$ cat src/rtl/serial_add_pkg.sv
// Shared types and helpers for the bit-serial add arbiter.
// Holds the FSM state encoding, requester IDs and a width helper.
package serial_add_pkg;

  typedef enum logic [1:0] {
    IDLE = 2'd0,
    RUN  = 2'd1,
    DONE = 2'd2
  } state_e;

  localparam logic REQ0 = 1'b0;
  localparam logic REQ1 = 1'b1;

  // Ceiling log2, used to size the bit counter.
  function automatic int clog2(input int value);
    int result;
    result = 0;
    for (int i = 0; i < 32; i++) begin
      if ((64'd1 << i) < 64'(value)) result = i + 1;
    end
    return result;
  endfunction

endpackage

$ cat src/rtl/serial_add_arbiter_fa_cell.sv
// Combinational 1-bit full adder; the single shared arithmetic cell.
module fa_cell (
  input  logic a,
  input  logic b,
  input  logic cin,
  output logic sum,
  output logic cout
);

  assign sum  = a ^ b ^ cin;
  assign cout = (a & b) | (cin & (a ^ b));

endmodule

$ cat src/rtl/serial_add_arbiter.sv
// Two-requester round-robin front end for a bit-serial (LSB first) adder.
// Optional output o_Ovf (signed overflow) is enabled by defining SERIAL_ADD_OVF_EN.
module serial_add_arbiter
  import serial_add_pkg::*;
#(
  parameter int WIDTH = 8
) (
  input  logic             i_Clk,
  input  logic             i_Rst_n,
  input  logic [1:0]       i_Req,
  input  logic [WIDTH-1:0] i_A0,
  input  logic [WIDTH-1:0] i_B0,
  input  logic             i_Cin0,
  input  logic [WIDTH-1:0] i_A1,
  input  logic [WIDTH-1:0] i_B1,
  input  logic             i_Cin1,
  output logic [1:0]       o_Gnt,
  output logic             o_Busy,
  output logic             o_Valid,
  output logic             o_Id,
  output logic [WIDTH-1:0] o_Sum,
  output logic             o_Cout,
`ifdef SERIAL_ADD_OVF_EN
  output logic             o_Ovf,
`endif
  output logic [1:0]       o_Dbg_State
);

  localparam int CW = (clog2(WIDTH) < 1) ? 1 : clog2(WIDTH);
  localparam logic [CW-1:0] LAST = CW'(WIDTH - 1);

  // Handshake: a requester holds i_Req[r] and its operands until it sees
  // o_Gnt[r]; results are valid only in the single cycle o_Valid is high.
  state_e           r_state;
  logic             r_ptr;
  logic             r_owner;
  logic [WIDTH-1:0] r_a;
  logic [WIDTH-1:0] r_b;
  logic [WIDTH-1:0] r_sum;
  logic             r_carry;
  logic [CW-1:0]    r_cnt;
  logic [1:0]       r_gnt;
  logic             r_valid;
  logic             r_id;
  logic [WIDTH-1:0] r_sum_out;
  logic             r_cout;
`ifdef SERIAL_ADD_OVF_EN
  logic             r_cmsb;
  logic             r_ovf;
`endif

  logic w_win;
  logic w_fa_sum;
  logic w_fa_cout;

  // Lone requester wins outright; a tie goes to the one not granted last.
  assign w_win = (i_Req == 2'b11) ? ~r_ptr : i_Req[1];

  fa_cell u_fa_cell (
    .a    (r_a[0]),
    .b    (r_b[0]),
    .cin  (r_carry),
    .sum  (w_fa_sum),
    .cout (w_fa_cout)
  );

  always_ff @(posedge i_Clk or negedge i_Rst_n) begin
    if (!i_Rst_n) begin
      r_state   <= IDLE;
      r_ptr     <= REQ1;
      r_owner   <= REQ0;
      r_a       <= '0;
      r_b       <= '0;
      r_sum     <= '0;
      r_carry   <= 1'b0;
      r_cnt     <= '0;
      r_gnt     <= '0;
      r_valid   <= 1'b0;
      r_id      <= 1'b0;
      r_sum_out <= '0;
      r_cout    <= 1'b0;
`ifdef SERIAL_ADD_OVF_EN
      r_cmsb    <= 1'b0;
      r_ovf     <= 1'b0;
`endif
    end else begin
      r_gnt   <= '0;
      r_valid <= 1'b0;
      case (r_state)
        IDLE: begin
          if (|i_Req) begin
            r_a     <= w_win ? i_A1 : i_A0;
            r_b     <= w_win ? i_B1 : i_B0;
            r_carry <= w_win ? i_Cin1 : i_Cin0;
            r_owner <= w_win;
            r_ptr   <= w_win;
            r_sum   <= '0;
            r_cnt   <= '0;
            r_gnt   <= w_win ? 2'b10 : 2'b01;
            r_state <= RUN;
          end
        end
        RUN: begin
          r_a     <= r_a >> 1;
          r_b     <= r_b >> 1;
          r_sum   <= {w_fa_sum, r_sum[WIDTH-1:1]};
          r_carry <= w_fa_cout;
          r_cnt   <= r_cnt + CW'(1);
          if (r_cnt == LAST) begin
`ifdef SERIAL_ADD_OVF_EN
            r_cmsb  <= r_carry;
`endif
            r_state <= DONE;
          end
        end
        DONE: begin
          r_valid   <= 1'b1;
          r_sum_out <= r_sum;
          r_cout    <= r_carry;
          r_id      <= r_owner;
`ifdef SERIAL_ADD_OVF_EN
          r_ovf     <= r_cmsb ^ r_carry;
`endif
          r_state   <= IDLE;
        end
        default: r_state <= IDLE;
      endcase
    end
  end

  assign o_Gnt       = r_gnt;
  assign o_Busy      = (r_state != IDLE);
  assign o_Valid     = r_valid;
  assign o_Id        = r_id;
  assign o_Sum       = r_sum_out;
  assign o_Cout      = r_cout;
`ifdef SERIAL_ADD_OVF_EN
  assign o_Ovf       = r_ovf;
`endif
  assign o_Dbg_State = r_state;

endmodule

$ cat config.mk
export PLATFORM = sky130hd
export DESIGN_NAME = serial_add_arbiter
export DESIGN_NICKNAME = d
export VERILOG_FILES = /design/src/rtl/serial_add_pkg.sv /design/src/rtl/serial_add_arbiter_fa_cell.sv /design/src/rtl/serial_add_arbiter.sv
export SDC_FILE = /design/constraint.sdc
export NUM_CORES = 1
export LEC_CHECK = 0
export BUFFER_PORTS_ARGS = -buffer_cell sky130_fd_sc_hd__buf_4
export CAP_MARGIN = 20
export CORE_MARGIN = 4
export CORE_UTILIZATION = 45
export CTS_CLUSTER_SIZE = 12
export DETAILED_ROUTE_END_ITERATION = 6
export PLACE_DENSITY_LB_ADDON = 0.15
export SLEW_MARGIN = 20
export SYNTH_ARGS = -nofsm -noshare
export SYNTH_HDL_FRONTEND = slang
export SYNTH_SLANG_ARGS = --single-unit
$ cat constraint.sdc
create_clock -name i_Clk -period 2.8 [get_ports i_Clk]
set_input_delay 0.28 -clock i_Clk [delete_from_list [all_inputs] [get_ports i_Clk]]
set_output_delay 0.28 -clock i_Clk [all_outputs]
set_load 0.02 [all_outputs]
==> impl_metrics.env, run 1 <==
export IMPL_status="finished clean"
export IMPL_place_hpwl_mm=2.69
export IMPL_synth_xor_area_share_pct=0
export IMPL_clockBufferDepth=2
export IMPL_startpoint_type="flip-flop"
export IMPL_maxCapViolCount=0
export IMPL_rsz0062_at_grt="no"
export IMPL_wl_met2_mm=1.94
export IMPL_antenna_found_initial=0
export IMPL_drc_errors=0
export IMPL_r2r_slack_ps=1200
export IMPL_fin_ws_ps=1200
export IMPL_die_w_um=75.4
export IMPL_stdcell_count=294
export IMPL_netlist_top_cells_area="dfrtp_1 54%, nand2_1 9.2%, a221o_1 6.8%"
export IMPL_ant_nets=0
export IMPL_r2r_end="r_a[5]"
export IMPL_arrival_ps=1830
export IMPL_required_ps=3030
export IMPL_slew_headroom_pct=50.5
export IMPL_wl_per_cell_um=13.8
export IMPL_hold_slack_ps=188
export IMPL_end_kind="flip-flop"
export IMPL_start_util_pct=46.7
export IMPL_ys_ff_latch=45
export IMPL_design_core_area_um2=4380
export IMPL_p_leak_nw=1.26
export IMPL_clock_latency_ps=290
export IMPL_synth_edf_count=0
export IMPL_p_comb_share_pct=38.1
export IMPL_final_cell_area_um2=2520
export IMPL_p_int_mw=1.66
export IMPL_finalWirelength_mm=4.06
export IMPL_min_path_type="input port to flip-flop"
export IMPL_p_sw_share_pct=35.3
export IMPL_min_period_ps=1600
export IMPL_fillers=406
export IMPL_synth_most_common_cell="nand2_1"
export IMPL_cts_tree="built"
export IMPL_synth_top_area_cell="dfrtp_1"
export IMPL_p_seq_share_pct=42.5
export IMPL_p_total_mw=2.57
export IMPL_setup_tns_ps=0
export IMPL_route_met3_wl_um=231
export IMPL_grt_overflow=0
export IMPL_crit_fanout=16
export IMPL_top_layer="met4"
export IMPL_die_h_um=75.4
export IMPL_syn_num_nets=232
export IMPL_power_density_nw_per_um2=1020
export IMPL_synthMuxAreaShare_pct=5.93
export IMPL_finClkSkew_ps=4.88
export IMPL_synth_avg_cell_area_um2=10.7
export IMPL_whs_path_depth=2
export IMPL_wl_met1_mm=1.83
export IMPL_cts_setup_buffers=0
export IMPL_yosys_area_top_type_share_pct=53.8
export IMPL_clkSlewWorstSetupHoldPaths_ps=80
export IMPL_die_area_um2=5690
export IMPL_io_buffer_count=53
export IMPL_setup_violations_final=0
export IMPL_root_buffer="clkbuf_8"
export IMPL_hp_start="i_Req[0]"
export IMPL_cts_max_level=2
export IMPL_yosysSeqAreaShare_pct=55.1
export IMPL_synth_ff_type="dfrtp_1"
export IMPL_yosys_warnings=0
export IMPL_drt_initial_drc_count=93
export IMPL_netlist_cell_type_count=31
export IMPL_synth_top_family_by_area="compound AO/OA/AOI/OAI gates"
export IMPL_min_to="r_ptr"
export IMPL_syn_area_um2=2050
export IMPL_grt_max_degree=46
export IMPL_slew_violations=0
export IMPL_syn2layout_area_growth_pct=23.3
export IMPL_synth_compound_area_share_pct=15.1
export IMPL_fmax_mhz=626
export IMPL_post_place_ws_ps=1200
export IMPL_vias=1508
export IMPL_tightest_slew_ps=738
export IMPL_rows=24
export IMPL_track_usage_pct=15.6
export IMPL_nets=282
export IMPL_synth_adder_area_share_pct=2.20
export IMPL_synth_common_cells="50 x nand2_1, 44 x dfrtp_1, 17 x a21oi_1"
export IMPL_final_util_pct=57.6
export IMPL_hold_viol=0
export IMPL_peakVddDrop_mv=0.581
export IMPL_synthArstFlopShare_pct=100
export IMPL_first_pass_iters=4
export IMPL_r2r_worst_path_cells=3
export IMPL_pwr_share_clk_pct=19.4
export IMPL_dpl_cell_count=285
export IMPL_cts_buffers=5
export IMPL_diodes=0
export IMPL_p_switching_uw=909
export IMPL_synth_cells=191
export IMPL_synth_simple_area_share_pct=14.5
export IMPL_timing_rr_start="o_Dbg_State[0]"
export IMPL_cts_sinks=45
export IMPL_placed_cell_area_um2=2400
export IMPL_period_share_pct=57.1
export IMPL_viasPerCell=5.13
export IMPL_layout_drive_gt1_share_pct=30.2
export IMPL_grt_pass1_vias=1415
export IMPL_grt_pass1_wl_mm=6.67
export IMPL_path_class="flip-flop to flip-flop"
export IMPL_ios=54
export IMPL_gp_congestion=0.682
-- final cells by class --
cell class	count	area (um^2)	area share, %
repair buffers	56	423	16.7
inverters	5	18.8	0.743
clock buffers	7	86.3	3.42
well taps	52	65.1	2.58
clock inverters	1	30.0	1.19
multi-input cells	128	774	30.7
flip-flops and latches	45	1130	44.6
-- power by group through the flow --
stage	clock, mW	sequential (mW)	combinational (mW)
final	0.499	1.09	0.979
after detailed placement	0	1.10	0.994
after global placement	0	1.10	0.973
after floorplan	0	1.17	0.654
after global routing	0.544	1.13	1.10
after CTS	0.516	1.09	1.00
-- worst max-delay path by stage --
stage                   startpoint      to  slack [ps]  cells past startpoint
floorplan           o_Dbg_State[0]  r_a[6]        1420                      5
global route        o_Dbg_State[0]  r_b[3]        1060                      3
CTS                 o_Dbg_State[0]  r_a[5]        1170                      3
global placement    o_Dbg_State[0]  r_b[4]        1250                      3
finish              o_Dbg_State[0]  r_a[5]        1200                      3
detailed placement  o_Dbg_State[0]  r_a[5]        1200                      3
-- layer usage --
metal | vias up | global-route usage (%)
li1 | 761 | -
met1 | 709 | 20.2
met2 | 33 | 25.1
met3 | 5 | 4.88
met4 | 0 | 4.66
met5 | - | 0
-- sequential cells by signal (all words and copies together), names as in the netlist, 2 cells and up --
signal and cells:
r_b 8, o_Dbg_State 2, r_sum 8, o_Gnt 2, o_Sum 8, r_a 8
r_cnt 3
-- cells by family after synthesis --
group / Yosys count
multiplexers: 11
adder cells (fa/ha/maj): 3
flip-flops: 45
AND/OR/NAND/NOR: 71
AO/OA/AOI/OAI: 43
buffers and inverters: 18
-- critical path, stage by stage (launching register included) --
cell      delay (ps)
dfrtp_1          440
or3_1            400
nand2b_1         440
a221o_1          250
-- cells in the final DEF, fill, tap and decap left out, drive strengths merged, types with 2 or more instances in the layout --
| cell | netlist | routed |
|---|---|---|
| clkbuf | 3 | 7 |
| ha | 2 | 2 |
| mux2 | 9 | 9 |
| nor2 | 3 | 3 |
| buf | 10 | 55 |
| a21oi | 17 | 17 |
| nand2b | 3 | 3 |
| inv | 5 | 5 |
| mux2i | 2 | 2 |
| a221o | 14 | 14 |
| nand3 | 12 | 12 |
| o21ai | 7 | 7 |
| nand2 | 50 | 50 |
| dfrtp | 44 | 44 |
-- what timing repair did --
action / 4_1_cts / 5_1_grt
gates resized for setup: 0 / 0
hold buffers: 1 / 0
endpoints found under the hold margin: 44 / 0
Power figures use the tool's default switching activity.
==> run 2, diff against run 1 <==
- ABC_AREA: default -> 1
- clock period: 2.8 -> 1.5 ns (I/O delays scaled with it)
==> impl_metrics.env, run 2 <==
export IMPL_status="finished clean"
export IMPL_synth_most_common_cell="nand2_1"
export IMPL_yosys_area_top_type_share_pct=46.7
export IMPL_placed_cell_area_um2=2760
export IMPL_cp_slowest_stage_delay_ps=450
export IMPL_cts_resized=0
export IMPL_p_switching_mw=2.17
export IMPL_syn2layout_area_growth_pct=21.1
export IMPL_design_core_area_um2=5070
export IMPL_rows=26
export IMPL_synth_cells=254
export IMPL_p_total_mw=5.31
export IMPL_synth_ff_type="dfrtp_1"
export IMPL_cp_slowest_cell="dfrtp_1"
export IMPL_period_share_pct=86.7
export IMPL_wl_per_cell_um=12.2
export IMPL_cts_max_level=2
export IMPL_antenna_found_initial=0
export IMPL_p_comb_share_pct=46.9
export IMPL_die_h_um=80.4
export IMPL_min_path_type="input port to flip-flop"
export IMPL_p_seq_share_pct=39.2
export IMPL_mostFrequentLayoutCells="60 x nand2_1, 55 x buf_4, 44 x dfrtp_1"
export IMPL_cts_sinks=45
export IMPL_synthArstFlopShare_pct=100
export IMPL_grt_pass1_wl_mm=7.81
export IMPL_slew_headroom_pct=63.5
export IMPL_vias=1798
export IMPL_grt_overflow=0
export IMPL_finalWirelength_mm=4.59
export IMPL_drc_errors=0
export IMPL_setup_violations_final=0
export IMPL_whs_path_depth=5
export IMPL_peakVddDrop_mv=0.637
export IMPL_mostFrequentLayoutCell="nand2_1"
export IMPL_track_usage_pct=15.5
export IMPL_tightest_slew_ps=548
export IMPL_pwr_share_clk_pct=14.0
export IMPL_ios=54
export IMPL_fmax_mhz=769
export IMPL_place_hpwl_mm=3.35
export IMPL_synth_top_area_cell="dfrtp_1"
export IMPL_rsz0062_at_grt="no"
export IMPL_seq_area_um2=1130
export IMPL_maxCapViolCount=0
export IMPL_grt_max_degree=46
export IMPL_die_area_um2=6460
export IMPL_syn_num_nets=295
export IMPL_hold_buffers=1
export IMPL_nets=347
export IMPL_start_util_pct=46.4
export IMPL_r2r_worst_path_cells=6
export IMPL_p_leak_nw=1.49
export IMPL_io_buffer_count=53
export IMPL_startpoint_type="flip-flop"
export IMPL_multi_input_area_um2=980
export IMPL_diodes=0
export IMPL_viasPerCell=4.78
export IMPL_die_w_um=80.4
export IMPL_p_sw_share_pct=40.9
export IMPL_yosysSeqAreaShare_pct=47.8
export IMPL_dpl_cell_count=368
export IMPL_ant_nets=0
export IMPL_synth_common_cells="60 x nand2_1, 44 x dfrtp_1, 34 x inv_1"
export IMPL_stdcell_count=376
export IMPL_gp_congestion=0.741
export IMPL_slew_violations=0
export IMPL_power_density_nw_per_um2=1860
export IMPL_cts_setup_buffers=0
export IMPL_grt_pass1_vias=1723
export IMPL_hold_viol=0
export IMPL_cts_tree="built"
export IMPL_yosys_warnings=0
export IMPL_final_cell_area_um2=2850
export IMPL_layout_drive_gt1_share_pct=32.4
export IMPL_first_pass_iters=4
export IMPL_fillers=512
export IMPL_synth_avg_cell_area_um2=9.28
export IMPL_netlist_top_cells_area="dfrtp_1 47%, nand2_1 9.6%, nand3_2 8.9%"
export IMPL_clockBufferDepth=2
export IMPL_setup_tns_ps=0
export IMPL_drt_initial_drc_count=49
export IMPL_cts_buffers=5
export IMPL_min_period_ps=1300
export IMPL_synth_edf_count=0
export IMPL_netlist_cell_type_count=25
export IMPL_ys_ff_latch=45
export IMPL_crit_fanout=19
export IMPL_root_buffer="clkbuf_8"
export IMPL_hold_slack_ps=163
export IMPL_p_int_mw=3.14
export IMPL_arrival_ps=1480
export IMPL_clock_latency_ps=290
export IMPL_path_class="flip-flop to flip-flop"
export IMPL_path_cells="nor2_2 -> nand2_8 -> nand2_8 -> inv_2 -> nand2_1 -> nand2_1"
export IMPL_syn_area_um2=2360
export IMPL_clkSlewWorstSetupHoldPaths_ps=80
export IMPL_required_ps=1680
export IMPL_end_kind="flip-flop"
export IMPL_finClkSkew_ps=4.39
## run 2: changes by cell type after synthesis, moves of 10 or more
cell and delta:
nand3b_1 +14, a21oi_1 -16, nand3_2 +21, nand2_1 +10, nand3_1 +13, a221o_1 -14, inv_1 +29
## run 2: critical path: cells and delay by family, from the launching register on
kind / cells / cell delay, ps
buffers and inverters: 1 / 70
DFF: 1 / 450
and+or+nand+nor: 5 / 670
## run 2: logic make-up (layout without fill, tap and decap cells)
family | count (synthesis) | in the layout | synth area share (%)
AOI/OAI and AO/OA | 22 | 22 | 5.10
adders and majority gates | 3 | 3 | 1.91
buffers and inverters | 51 | 103 | 10.6
DFF | 45 | 45 | 47.8
and+or+nand+nor | 133 | 133 | 34.6
## run 2: power groups by stage
stage	clock (mW)	combinational, mW	sequential, mW
2_1_floorplan	0	1.71	2.27
3_3_place_gp	0	2.49	2.09
3_5_place_dp	0	2.53	2.11
4_1_cts	0.759	2.54	2.08
5_1_grt	0.813	2.82	2.15
6_report	0.740	2.49	2.08
## run 2: cell type report
| type | count | area share, % |
|---|---|---|
| multi-input cells | 158 | 34.3 |
| inverters | 40 | 5.26 |
| well taps | 70 | 3.07 |
| clock buffers | 7 | 3.02 |
| flip-flops and latches | 45 | 39.5 |
| repair buffers | 56 | 14.8 |
## run 2: worst paths after layout
path                                start  endpoint  slack, ps
max in group asynchronous         i_Rst_n     r_ptr        730
hold / removal                    i_B0[5]    r_b[5]        160
setup / recovery           o_Dbg_State[0]    r_a[7]        200
hold reg to reg                  r_cnt[1]  r_cnt[1]        480
setup reg to reg           o_Dbg_State[0]    r_a[7]        200
min in group asynchronous         i_Rst_n   o_Valid        400
## run 2: layer usage
metal	up-vias	part of all wire [%]	global-route usage, %
met5	-	0	0
li1	914	-	-
met3	6	5.6	3.59
met4	0	1.6	5.07
met2	54	49	26.7
met1	824	44	19.1
## run 2: stage by stage
step                      worst slack (ps)  util (%)
final                                  200      56.2
after global routing                  52.7      56.2
after detailed placement               195      54.3
after floorplan                        241         -
after global placement                 196      54.3
after CTS                              186      56.2
